**config.mk**
```make
export PLATFORM = sky130hd
export DESIGN_NAME = gpu_line_drawer_flat
export DESIGN_NICKNAME = d
export VERILOG_FILES = /design/src/rtl/gpu_line_drawer_if.sv /design/src/rtl/gpu_line_drawer.sv /design/src/flat_wrapper.sv
export SDC_FILE = /design/constraint.sdc
export NUM_CORES = 1
export LEC_CHECK = 0
export CAP_MARGIN = 30
export CORE_UTILIZATION = 60
export CTS_CLUSTER_DIAMETER = 50
export CTS_CLUSTER_SIZE = 14
export DETAILED_ROUTE_END_ITERATION = 8
export PLACE_DENSITY = 0.81
export REMOVE_ABC_BUFFERS = 1
export SLEW_MARGIN = 10
export SYNTH_ARGS = -nofsm -noshare
export SYNTH_HDL_FRONTEND = slang
export SYNTH_SLANG_ARGS = --single-unit
```
**constraint.sdc**
```tcl
create_clock -name clk -period 4.9 [get_ports clk]
set_input_delay 0.735 -clock clk [delete_from_list [all_inputs] [get_ports clk]]
set_output_delay 0.735 -clock clk [all_outputs]
set_load 0.05 [all_outputs]
```
**src/rtl/gpu_line_drawer_if.sv**
```systemverilog
// Line channel between the GPU controller and the line rasteriser, plus the pixel output stream.
// Latency: none, wiring only.
// Backpressure: pixel stream uses valid/ready; the command side is a level request with a completion pulse.
interface gpu_line_drawer_if #(
    parameter int WIDTH_BITS  = 10,
    parameter int HEIGHT_BITS = 9
);
    logic                   run_line_i;
    logic [WIDTH_BITS-1:0]  x1_i;
    logic [HEIGHT_BITS-1:0] y1_i;
    logic [WIDTH_BITS-1:0]  x2_i;
    logic [HEIGHT_BITS-1:0] y2_i;
    logic                   pixel_ready_i;
    logic                   pixel_valid_o;
    logic [WIDTH_BITS-1:0]  pixel_x_o;
    logic [HEIGHT_BITS-1:0] pixel_y_o;
    logic                   busy_o;
    logic                   finished_line_o;

    // Controller / frame-buffer side
    modport master (
        output run_line_i, x1_i, y1_i, x2_i, y2_i, pixel_ready_i,
        input  pixel_valid_o, pixel_x_o, pixel_y_o, busy_o, finished_line_o
    );

    // Line drawer side
    modport slave (
        input  run_line_i, x1_i, y1_i, x2_i, y2_i, pixel_ready_i,
        output pixel_valid_o, pixel_x_o, pixel_y_o, busy_o, finished_line_o
    );
endinterface

```
**src/rtl/gpu_line_drawer.sv**
```systemverilog
// Bresenham line rasteriser: one pixel coordinate per accepted valid/ready beat, one-cycle finish pulse.
// Latency: run sampled at edge N -> first pixel valid after edge N+1 (one SETUP cycle); finish pulse the cycle after the last beat.
// Backpressure: pixel_ready_i low freezes the current pixel and all stepping state; nothing is dropped or repeated.
module gpu_line_drawer #(
    parameter int WIDTH_BITS  = 10,
    parameter int HEIGHT_BITS = 9,
    parameter int ERR_BITS    = ((WIDTH_BITS > HEIGHT_BITS) ? WIDTH_BITS : HEIGHT_BITS) + 2
) (
    input  logic             clk,
    input  logic             n_rst,
    gpu_line_drawer_if.slave bus
);
    typedef enum logic [1:0] {
        IDLE  = 2'd0,
        SETUP = 2'd1,
        DRAW  = 2'd2,
        DONE  = 2'd3
    } state_t;

    state_t state_q, state_d;

    logic                       armed_q, armed_d;
    logic [WIDTH_BITS-1:0]      x1_q, x1_d, x2_q, x2_d, cur_x_q, cur_x_d;
    logic [HEIGHT_BITS-1:0]     y1_q, y1_d, y2_q, y2_d, cur_y_q, cur_y_d;
    logic signed [ERR_BITS-1:0] dx_q, dx_d, dy_q, dy_d, err_q, err_d;
    logic                       sx_q, sx_d, sy_q, sy_d;

    logic                       start;
    logic                       fire;
    logic                       at_end;
    logic signed [ERR_BITS-1:0] x1_s, x2_s, y1_s, y2_s;
    logic signed [ERR_BITS-1:0] adx, ady;
    logic signed [ERR_BITS:0]   e2, dx_ext, dy_ext;
    logic                       step_x, step_y;
    logic signed [ERR_BITS-1:0] err_step;

    // A new line is only taken once run has been seen low since the previous one
    assign start  = (state_q == IDLE) && bus.run_line_i && armed_q;
    assign fire   = (state_q == DRAW) && bus.pixel_ready_i;
    assign at_end = (cur_x_q == x2_q) && (cur_y_q == y2_q);

    // Signed views of the latched endpoints, magnitudes for setup and the Bresenham step decision
    always_comb begin
        x1_s   = $signed({{(ERR_BITS-WIDTH_BITS){1'b0}}, x1_q});
        x2_s   = $signed({{(ERR_BITS-WIDTH_BITS){1'b0}}, x2_q});
        y1_s   = $signed({{(ERR_BITS-HEIGHT_BITS){1'b0}}, y1_q});
        y2_s   = $signed({{(ERR_BITS-HEIGHT_BITS){1'b0}}, y2_q});
        adx    = (x2_s >= x1_s) ? (x2_s - x1_s) : (x1_s - x2_s);
        ady    = (y2_s >= y1_s) ? (y2_s - y1_s) : (y1_s - y2_s);
        e2     = $signed({err_q, 1'b0});
        dx_ext = $signed({dx_q[ERR_BITS-1], dx_q});
        dy_ext = $signed({dy_q[ERR_BITS-1], dy_q});
        step_x = (e2 >= dy_ext);
        step_y = (e2 <= dx_ext);
        err_step = err_q + (step_x ? dy_q : '0) + (step_y ? dx_q : '0);
    end

    // State register
    always_ff @(posedge clk or negedge n_rst) begin
        if (!n_rst) begin
            state_q <= IDLE;
        end else begin
            state_q <= state_d;
        end
    end

    // Next-state logic
    always_comb begin
        state_d = state_q;
        case (state_q)
            IDLE:    if (start) state_d = SETUP;
            SETUP:   state_d = DRAW;
            DRAW:    if (fire && at_end) state_d = DONE;
            DONE:    state_d = IDLE;
            default: state_d = IDLE;
        endcase
    end

    // Datapath registers
    always_ff @(posedge clk or negedge n_rst) begin
        if (!n_rst) begin
            armed_q <= 1'b1;
            x1_q    <= '0;
            y1_q    <= '0;
            x2_q    <= '0;
            y2_q    <= '0;
            cur_x_q <= '0;
            cur_y_q <= '0;
            dx_q    <= '0;
            dy_q    <= '0;
            err_q   <= '0;
            sx_q    <= 1'b0;
            sy_q    <= 1'b0;
        end else begin
            armed_q <= armed_d;
            x1_q    <= x1_d;
            y1_q    <= y1_d;
            x2_q    <= x2_d;
            y2_q    <= y2_d;
            cur_x_q <= cur_x_d;
            cur_y_q <= cur_y_d;
            dx_q    <= dx_d;
            dy_q    <= dy_d;
            err_q   <= err_d;
            sx_q    <= sx_d;
            sy_q    <= sy_d;
        end
    end

    // Datapath next values: latch in IDLE, derive stepping terms in SETUP, walk the line in DRAW
    always_comb begin
        armed_d = armed_q;
        x1_d    = x1_q;
        y1_d    = y1_q;
        x2_d    = x2_q;
        y2_d    = y2_q;
        cur_x_d = cur_x_q;
        cur_y_d = cur_y_q;
        dx_d    = dx_q;
        dy_d    = dy_q;
        err_d   = err_q;
        sx_d    = sx_q;
        sy_d    = sy_q;

        if (!bus.run_line_i) armed_d = 1'b1;
        if (start)           armed_d = 1'b0;

        case (state_q)
            IDLE: begin
                if (start) begin
                    x1_d = bus.x1_i;
                    y1_d = bus.y1_i;
                    x2_d = bus.x2_i;
                    y2_d = bus.y2_i;
                end
            end
            SETUP: begin
                dx_d    = adx;
                dy_d    = -ady;
                sx_d    = (x2_q >= x1_q);
                sy_d    = (y2_q >= y1_q);
                err_d   = adx - ady;
                cur_x_d = x1_q;
                cur_y_d = y1_q;
            end
            DRAW: begin
                if (fire && !at_end) begin
                    err_d = err_step;
                    if (step_x) cur_x_d = sx_q ? (cur_x_q + 1'b1) : (cur_x_q - 1'b1);
                    if (step_y) cur_y_d = sy_q ? (cur_y_q + 1'b1) : (cur_y_q - 1'b1);
                end
            end
            default: ;
        endcase
    end

    // Outputs decoded from state; the pixel is the current walk position
    always_comb begin
        bus.pixel_valid_o   = (state_q == DRAW);
        bus.busy_o          = (state_q != IDLE);
        bus.finished_line_o = (state_q == DONE);
        bus.pixel_x_o       = cur_x_q;
        bus.pixel_y_o       = cur_y_q;
    end
endmodule

```
**src/flat_wrapper.sv**
```systemverilog
// flat-port wrapper written by rule: the top's interface ports become plain ports
module gpu_line_drawer_flat 
#(
    parameter int WIDTH_BITS  = 10,
    parameter int HEIGHT_BITS = 9,
    parameter int ERR_BITS    = ((WIDTH_BITS > HEIGHT_BITS) ? WIDTH_BITS : HEIGHT_BITS) + 2
)
  (clk, n_rst, bus_run_line_i, bus_x1_i, bus_y1_i, bus_x2_i, bus_y2_i, bus_pixel_ready_i, bus_pixel_valid_o, bus_pixel_x_o, bus_pixel_y_o, bus_busy_o, bus_finished_line_o);
  gpu_line_drawer_if #(.WIDTH_BITS(WIDTH_BITS), .HEIGHT_BITS(HEIGHT_BITS)) bus_i ();
  input  logic clk;
  input  logic n_rst;
  input wire logic [$bits(bus_i.run_line_i)-1:0] bus_run_line_i;
  input wire logic [$bits(bus_i.x1_i)-1:0] bus_x1_i;
  input wire logic [$bits(bus_i.y1_i)-1:0] bus_y1_i;
  input wire logic [$bits(bus_i.x2_i)-1:0] bus_x2_i;
  input wire logic [$bits(bus_i.y2_i)-1:0] bus_y2_i;
  input wire logic [$bits(bus_i.pixel_ready_i)-1:0] bus_pixel_ready_i;
  output wire logic [$bits(bus_i.pixel_valid_o)-1:0] bus_pixel_valid_o;
  output wire logic [$bits(bus_i.pixel_x_o)-1:0] bus_pixel_x_o;
  output wire logic [$bits(bus_i.pixel_y_o)-1:0] bus_pixel_y_o;
  output wire logic [$bits(bus_i.busy_o)-1:0] bus_busy_o;
  output wire logic [$bits(bus_i.finished_line_o)-1:0] bus_finished_line_o;
  assign bus_i.run_line_i = bus_run_line_i;
  assign bus_i.x1_i = bus_x1_i;
  assign bus_i.y1_i = bus_y1_i;
  assign bus_i.x2_i = bus_x2_i;
  assign bus_i.y2_i = bus_y2_i;
  assign bus_i.pixel_ready_i = bus_pixel_ready_i;
  assign bus_pixel_valid_o = bus_i.pixel_valid_o;
  assign bus_pixel_x_o = bus_i.pixel_x_o;
  assign bus_pixel_y_o = bus_i.pixel_y_o;
  assign bus_busy_o = bus_i.busy_o;
  assign bus_finished_line_o = bus_i.finished_line_o;
  gpu_line_drawer #(.WIDTH_BITS(WIDTH_BITS), .HEIGHT_BITS(HEIGHT_BITS), .ERR_BITS(ERR_BITS)) u_core (.clk(clk), .n_rst(n_rst), .bus(bus_i));
endmodule
```
# Yosys cells after proc, flatten, opt, wreduce, memory -nomap -nowiden
# Cells that the tools add are included.
# W data, S select, Z words.
# totals
register_bits,98
input_bits,42
output_inout_bits,22
wordCells,76
# op_classes
add_sub_neg,12
magnitude_cmp,6
eq_ne,11
mux,19
n_reduce_logical,15
# ops
op,count
$mux W12,5
$mux W10,3
$mux W9,3
$add A12 B12 Y12,2
$pmux W12 S2,1
$sub A10 B10 Y11,2
$ge A10 B10 Y1,2
$pmux W10 S2,1
$sub A9 B9 Y10,2
$ge A9 B9 Y1,2
$pmux W9 S2,1
$ge A13 B12 Y1,1
$le A13 B12 Y1,1
$ne A2 B1 Y1 const B,6
$neg A12 Y12,1
$sub A12 B12 Y12,1
$add A10 B1 Y10 const B,1
$eq A10 B10 Y1,1
$sub A10 B1 Y10 const B,1
$add A9 B1 Y9 const B,1
$eq A9 B9 Y1,1
$sub A9 B1 Y9 const B,1
$pmux W2 S4,1
$logic_and A1 B1 Y1,6
9 further kinds,16

# Logic depth before layout (Yosys ltp)
# Gate-level depths: netlist (run 1).
# logic_depth
ltp_word,6
mapped_depth,23
depth_no_buf,22

# Worst setup path before layout (run 1)
# OpenSTA, ideal clock, no wires.
# synth_timing
kind,register to register
startpoint,reg u_core.x2_q[5]
endpoint,reg u_core.err_q[10]
setup_time_ps,134
arrival_ps,4332
t_required_ps,4766
path_slack_ps,434
stages_incl_launch_ff,20
path_buffers,2
synth_period_minus_slack_ps,4466
path_cell_list,dfrtp_1 > inv_1 > ha_1 > clkbuf_1 > o21ai_0 > nand2b_1 > a21oi_1 > o41ai_2 > buf_2 > mux2_2 > fa_1 > a21o_1 > a21oi_1 > nor2b_1 > o21a_1 > o41ai_1 > o21ai_0 > xor2_1 > mux2i_1 > a21oi_1
# synth_between
elab_cells_between_ends,12
classes_between,add/sub (3); order compare (1); eq/ne (2); mux (2); reduce/logical (4)
# synth_lines
element,line_no,rtl
start: declaration,gpu_line_drawer.sv:23,"logic [WIDTH_BITS-1:0] x1_q, x1_d, x2_q, x2_d, cur_x_q, cur_x_d;"
start signal: assignment,gpu_line_drawer.sv:85,x2_q <= '0;
start signal: assignment,gpu_line_drawer.sv:98,x2_q <= x2_d;
$ge A10 B10 Y1,gpu_line_drawer.sv:48,adx = (x2_s >= x1_s) ? (x2_s - x1_s) : (x1_s - x2_s);
$mux W12,gpu_line_drawer.sv:48,
via u_core.adx[1],gpu_line_drawer.sv:32,"logic signed [ERR_BITS-1:0] adx, ady;"
$sub A12 B12 Y12,gpu_line_drawer.sv:142,err_d = adx - ady;
$pmux W12 S2,gpu_line_drawer.sv:128,case (state_q)
end signal: assignment,gpu_line_drawer.sv:104,err_q <= err_d;
end: declaration,gpu_line_drawer.sv:25,"logic signed [ERR_BITS-1:0] dx_q, dx_d, dy_q, dy_d, err_q, err_d;"
# The timed path passes the listed nets, and every way through them passes these cells.
# A chain may end at the register's enable or synchronous reset.

# Worst setup path after layout (run 1)
# layout_timing
startpoint,reg u_core.y2_q[0]
endpoint,reg u_core.err_q[11]
# layout_between
elab_chain_cells,6
elab_cells_between_ends,12
classes_between,add/sub (3); order compare (1); eq/ne (2); mux (2); reduce/logical (4)
# layout_rtl
element,line_no,rtl
start: declaration,gpu_line_drawer.sv:24,"logic [HEIGHT_BITS-1:0] y1_q, y1_d, y2_q, y2_d, cur_y_q, cur_y_d;"
start signal: assignment,gpu_line_drawer.sv:99,y2_q <= y2_d;
branches (longest 6 deep; another with $sub A12 B12 Y12),--,
# Several ways; the timed one is not identified.

==> impl_metrics.ini, run 1 <==
[die]
ioPinCount = 64
core_area_um2 = 13900
die_area_um2 = 14800
initial_core_util_pct = 61.6
num_rows = 43
die_width_um = 122
die_h_um = 122

[global_routing]
grt_max_degree = 50
first_global_vias = 6877
globalRouteOverflowTotal = 0
grt_first_pass_wirelength_mm = 33.8
grt.total_usage_pct = 29.6
antenna_found_initial = 0

[logic_synthesis]
synthFlopType = sky130_fd_sc_hd__dfrtp_1
synth.lib_cells_used.distinct = 69
yosys.area_share.simple_pct = 12.0
synth_sequential_area_ratio_pct = 28.3
synth_top_family_by_area = adder cells
synth_async_sr_flop_share_pct = 100
synth_adder_area_share_pct = 19.6
number_of_enable_type_register_cells_in_the_synthesized_netlist = 0
synthMuxAreaShare_pct = 9.13
syn-mean-instance-area_um2 = 8.95
post_synthesis_xor_xnor_area_fraction_pct = 6.74
synth.cell_area_um2 = 8580
synth_seq_cells = 97
synth-compound-area-share_pct = 17.6
yosysWarnings = 0
syn-instance-count = 959

[finish]
postLayoutCoreUtil_pct = 70.0
synthToLayoutAreaGrowth_pct = 13.7
fillCellCount = 1083
drive_above_1_share_pct = 9.21
most-common-layout-cells = sky130_fd_sc_hd__inv_1, sky130_fd_sc_hd__ha_1, sky130_fd_sc_hd__dfrtp_1
layout_commonest_cell = sky130_fd_sc_hd__inv_1
num-nets-final = 1181
layout.cell_area.non_filler_um2 = 9750
antenna_cells = 0

[routing]
routed_vias_inst = 5.88
route.detailed.wl_per_inst_um = 17.0
routed-via-count = 7057
routed_wirelength_mm = 20.5
drt_pass1_iterations = 5
route.detailed.drc = 0
ant_nets = 0
drt_iter0_drc = 431

[sta]
timing.final.ws_setup_ns = 0.351
fmax_mhz = 220
setup_violations = 0
rsz0062_at_grt = false
finalWorstPathRequiredPeriod_ns = 4.55
drv_slew = 0
min_period_over_period_pct = 92.8
tightest_slew_ns = 0.646
timing.slew.headroom_pct = 57.0
setup_tns_ns = 0
worst_clock_skew_ns = 0.00864
timing.final.hold_violations = 0

[hold_path]
min_path_type = in -> async

[clock_network]
worst_skew_pair.late_latency_ns = 0.35
cts.sink_count = 97
cts_inserted_buffers = 9
cts-root-buf = sky130_fd_sc_hd__clkbuf_16
cts.reportedPaths.clkPinSlew_ns = 0.07
cts_htree_levels = 3
cts.hold.buffers_added = 0
clockBufferDepth = 2
clock_tree_from_tritoncts = yes

[worst_setup_path]
worst_setup_path_start_kind = register
slowest_stage = sky130_fd_sc_hd__or4_4
end_kind = register
critical_path.cell_chain = inv_1, ha_1, inv_1, fa_1, and3_1, o31a_1, o21ai_4, nand2_4, mux2_4, or4_4, nand2_1, ha_1, or2_2, o31ai_1, a21oi_1, a31oi_1, o211ai_1, o2111a_1, a211oi_1
cp_data_arrival_time_ns = 4.80
worst-path-max-fanout = 9
criticalPathCategory = reg -> reg
timing.critical_path.required_ns = 5.15
cp_peak_stage_delay_ns = 0.52

[status]
status = completed

[job]
max_cap_violations = 0

[placement]
place_congestion = 0.962
detailed_place.area_um2 = 9440
port-buffer-count = 63
dpl_worst_slack_ns = 0.245
dpl.hpwl_mm = 16.1
-- repair_timing --
action                                  in CTS  in global routing
resized for setup                            0                  4
setup buffers                                0                  0
endpoints found under the setup margin       0                  3
-- layer usage --
| metal | up-vias | global-route usage, % | wire, µm |
|---|---|---|---|
| li1 | 3437 | - | - |
| met2 | 205 | 48.5 | 9700 |
| met4 | 0 | 11.7 | 590 |
| met1 | 3369 | 39.2 | 9250 |
| met5 | - | 0 | 0 |
| met3 | 46 | 4.63 | 911 |
-- layout make-up --
class / count / area (µm²) / share of cell area (%)
multi-input combinational: 712 / 5610 / 57.6
timing repair buffer: 77 / 746 / 7.65
sequential: 97 / 2430 / 24.9
clock inverter: 2 / 37.5 / 0.385
tap: 180 / 225 / 2.31
clock buffer: 14 / 254 / 2.60
inverter: 119 / 447 / 4.58
-- worst max-delay path: cells and delay by family, from the launching register on --
kind / cells / cell delay, ns
AOI/OAI and AO/OA: 8 / 1.52
adders and majority gates: 3 / 0.81
buffers and inverters: 2 / 0.12
DFF: 1 / 0.42
muxes: 1 / 0.33
and+or+nand+nor: 5 / 1.27
-- per-stage QoR --
stage,hold slack (ns),instances
2_1_floorplan,0.439,928
3_3_place_gp,0.462,1183
4_1_cts,0.438,1201
3_5_place_dp,0.469,1185
6_report,0.412,1201
5_1_grt,0.466,1201
-- flip-flops by register name, indices dropped and copies added, names as in the netlist --
register and cells:
u_core.bus.pixel_x_o 10, u_core.bus.pixel_y_o 9, u_core.y1_q 9, u_core.dy_q 12
u_core.x1_q 10, u_core.y2_q 9, u_core.err_q 12, u_core.dx_q 11
u_core.armed_q 1, u_core.state_q 2, u_core.x2_q 10, u_core.sx_q 1
u_core.sy_q 1
-- cell usage after synthesis, types with 14 or more instances --
master | count | area, µm²
sky130_fd_sc_hd__mux2i_1 | 25 | 250
sky130_fd_sc_hd__nand4_1 | 17 | 106
sky130_fd_sc_hd__a21o_1 | 30 | 225
sky130_fd_sc_hd__fa_1 | 19 | 380
sky130_fd_sc_hd__o211ai_1 | 14 | 105
sky130_fd_sc_hd__inv_1 | 117 | 439
sky130_fd_sc_hd__nand2_1 | 87 | 327
sky130_fd_sc_hd__a21oi_1 | 60 | 300
sky130_fd_sc_hd__ha_1 | 104 | 1300
sky130_fd_sc_hd__xnor2_1 | 46 | 403
sky130_fd_sc_hd__mux2_2 | 46 | 518
sky130_fd_sc_hd__clkbuf_1 | 23 | 86.3
sky130_fd_sc_hd__dfrtp_1 | 96 | 2400
sky130_fd_sc_hd__o21ai_0 | 66 | 330
sky130_fd_sc_hd__nor2_1 | 39 | 146
sky130_fd_sc_hd__xor2_1 | 20 | 175
-- worst paths after layout --
kind,slack [ns],to,from,cells after the start
setup / recovery,0.35,u_core.err_q[11]$_DFFE_PN0P_,u_core.y2_q[0]$_DFFE_PN0P_,19
hold reg to reg,0.48,u_core.armed_q$_DFFE_PN1P_,u_core.armed_q$_DFFE_PN1P_,2
max in group asynchronous,3.42,u_core.x2_q[7]$_DFFE_PN0P_,n_rst,2
setup reg to reg,0.35,u_core.err_q[11]$_DFFE_PN0P_,u_core.y2_q[0]$_DFFE_PN0P_,19
hold / removal,0.41,u_core.err_q[4]$_DFFE_PN0P_,n_rst,1
min in group clk,0.48,u_core.armed_q$_DFFE_PN1P_,u_core.armed_q$_DFFE_PN1P_,2
-- kinds of logic after synthesis --
kind of cell,count (synthesis)
AOI/OAI and AO/OA,238
and+or+nand+nor,213
xor gates and xnor gates,66
muxes,72
buffers and inverters,150
adders and majority gates,123
DFF,97
Power of run 1 is not shown: default switching activity piles up to over one toggle a cycle in this logic, so the estimate is an artifact.
==> inputs of run 2 (changes only) <==
--- a/config.mk
+++ b/config.mk
@@ -5,6 +5,7 @@
 export SDC_FILE = /design/constraint.sdc
 export NUM_CORES = 1
 export LEC_CHECK = 0
+export ABC_CLOCK_PERIOD_IN_PS = 4900
 export CAP_MARGIN = 30
 export CORE_UTILIZATION = 60
 export CTS_CLUSTER_DIAMETER = 50
==> results of run 2 <==
Final layout, timing and power as in run 1 (identical DEF).
Power of run 2 is left out for the same reason.
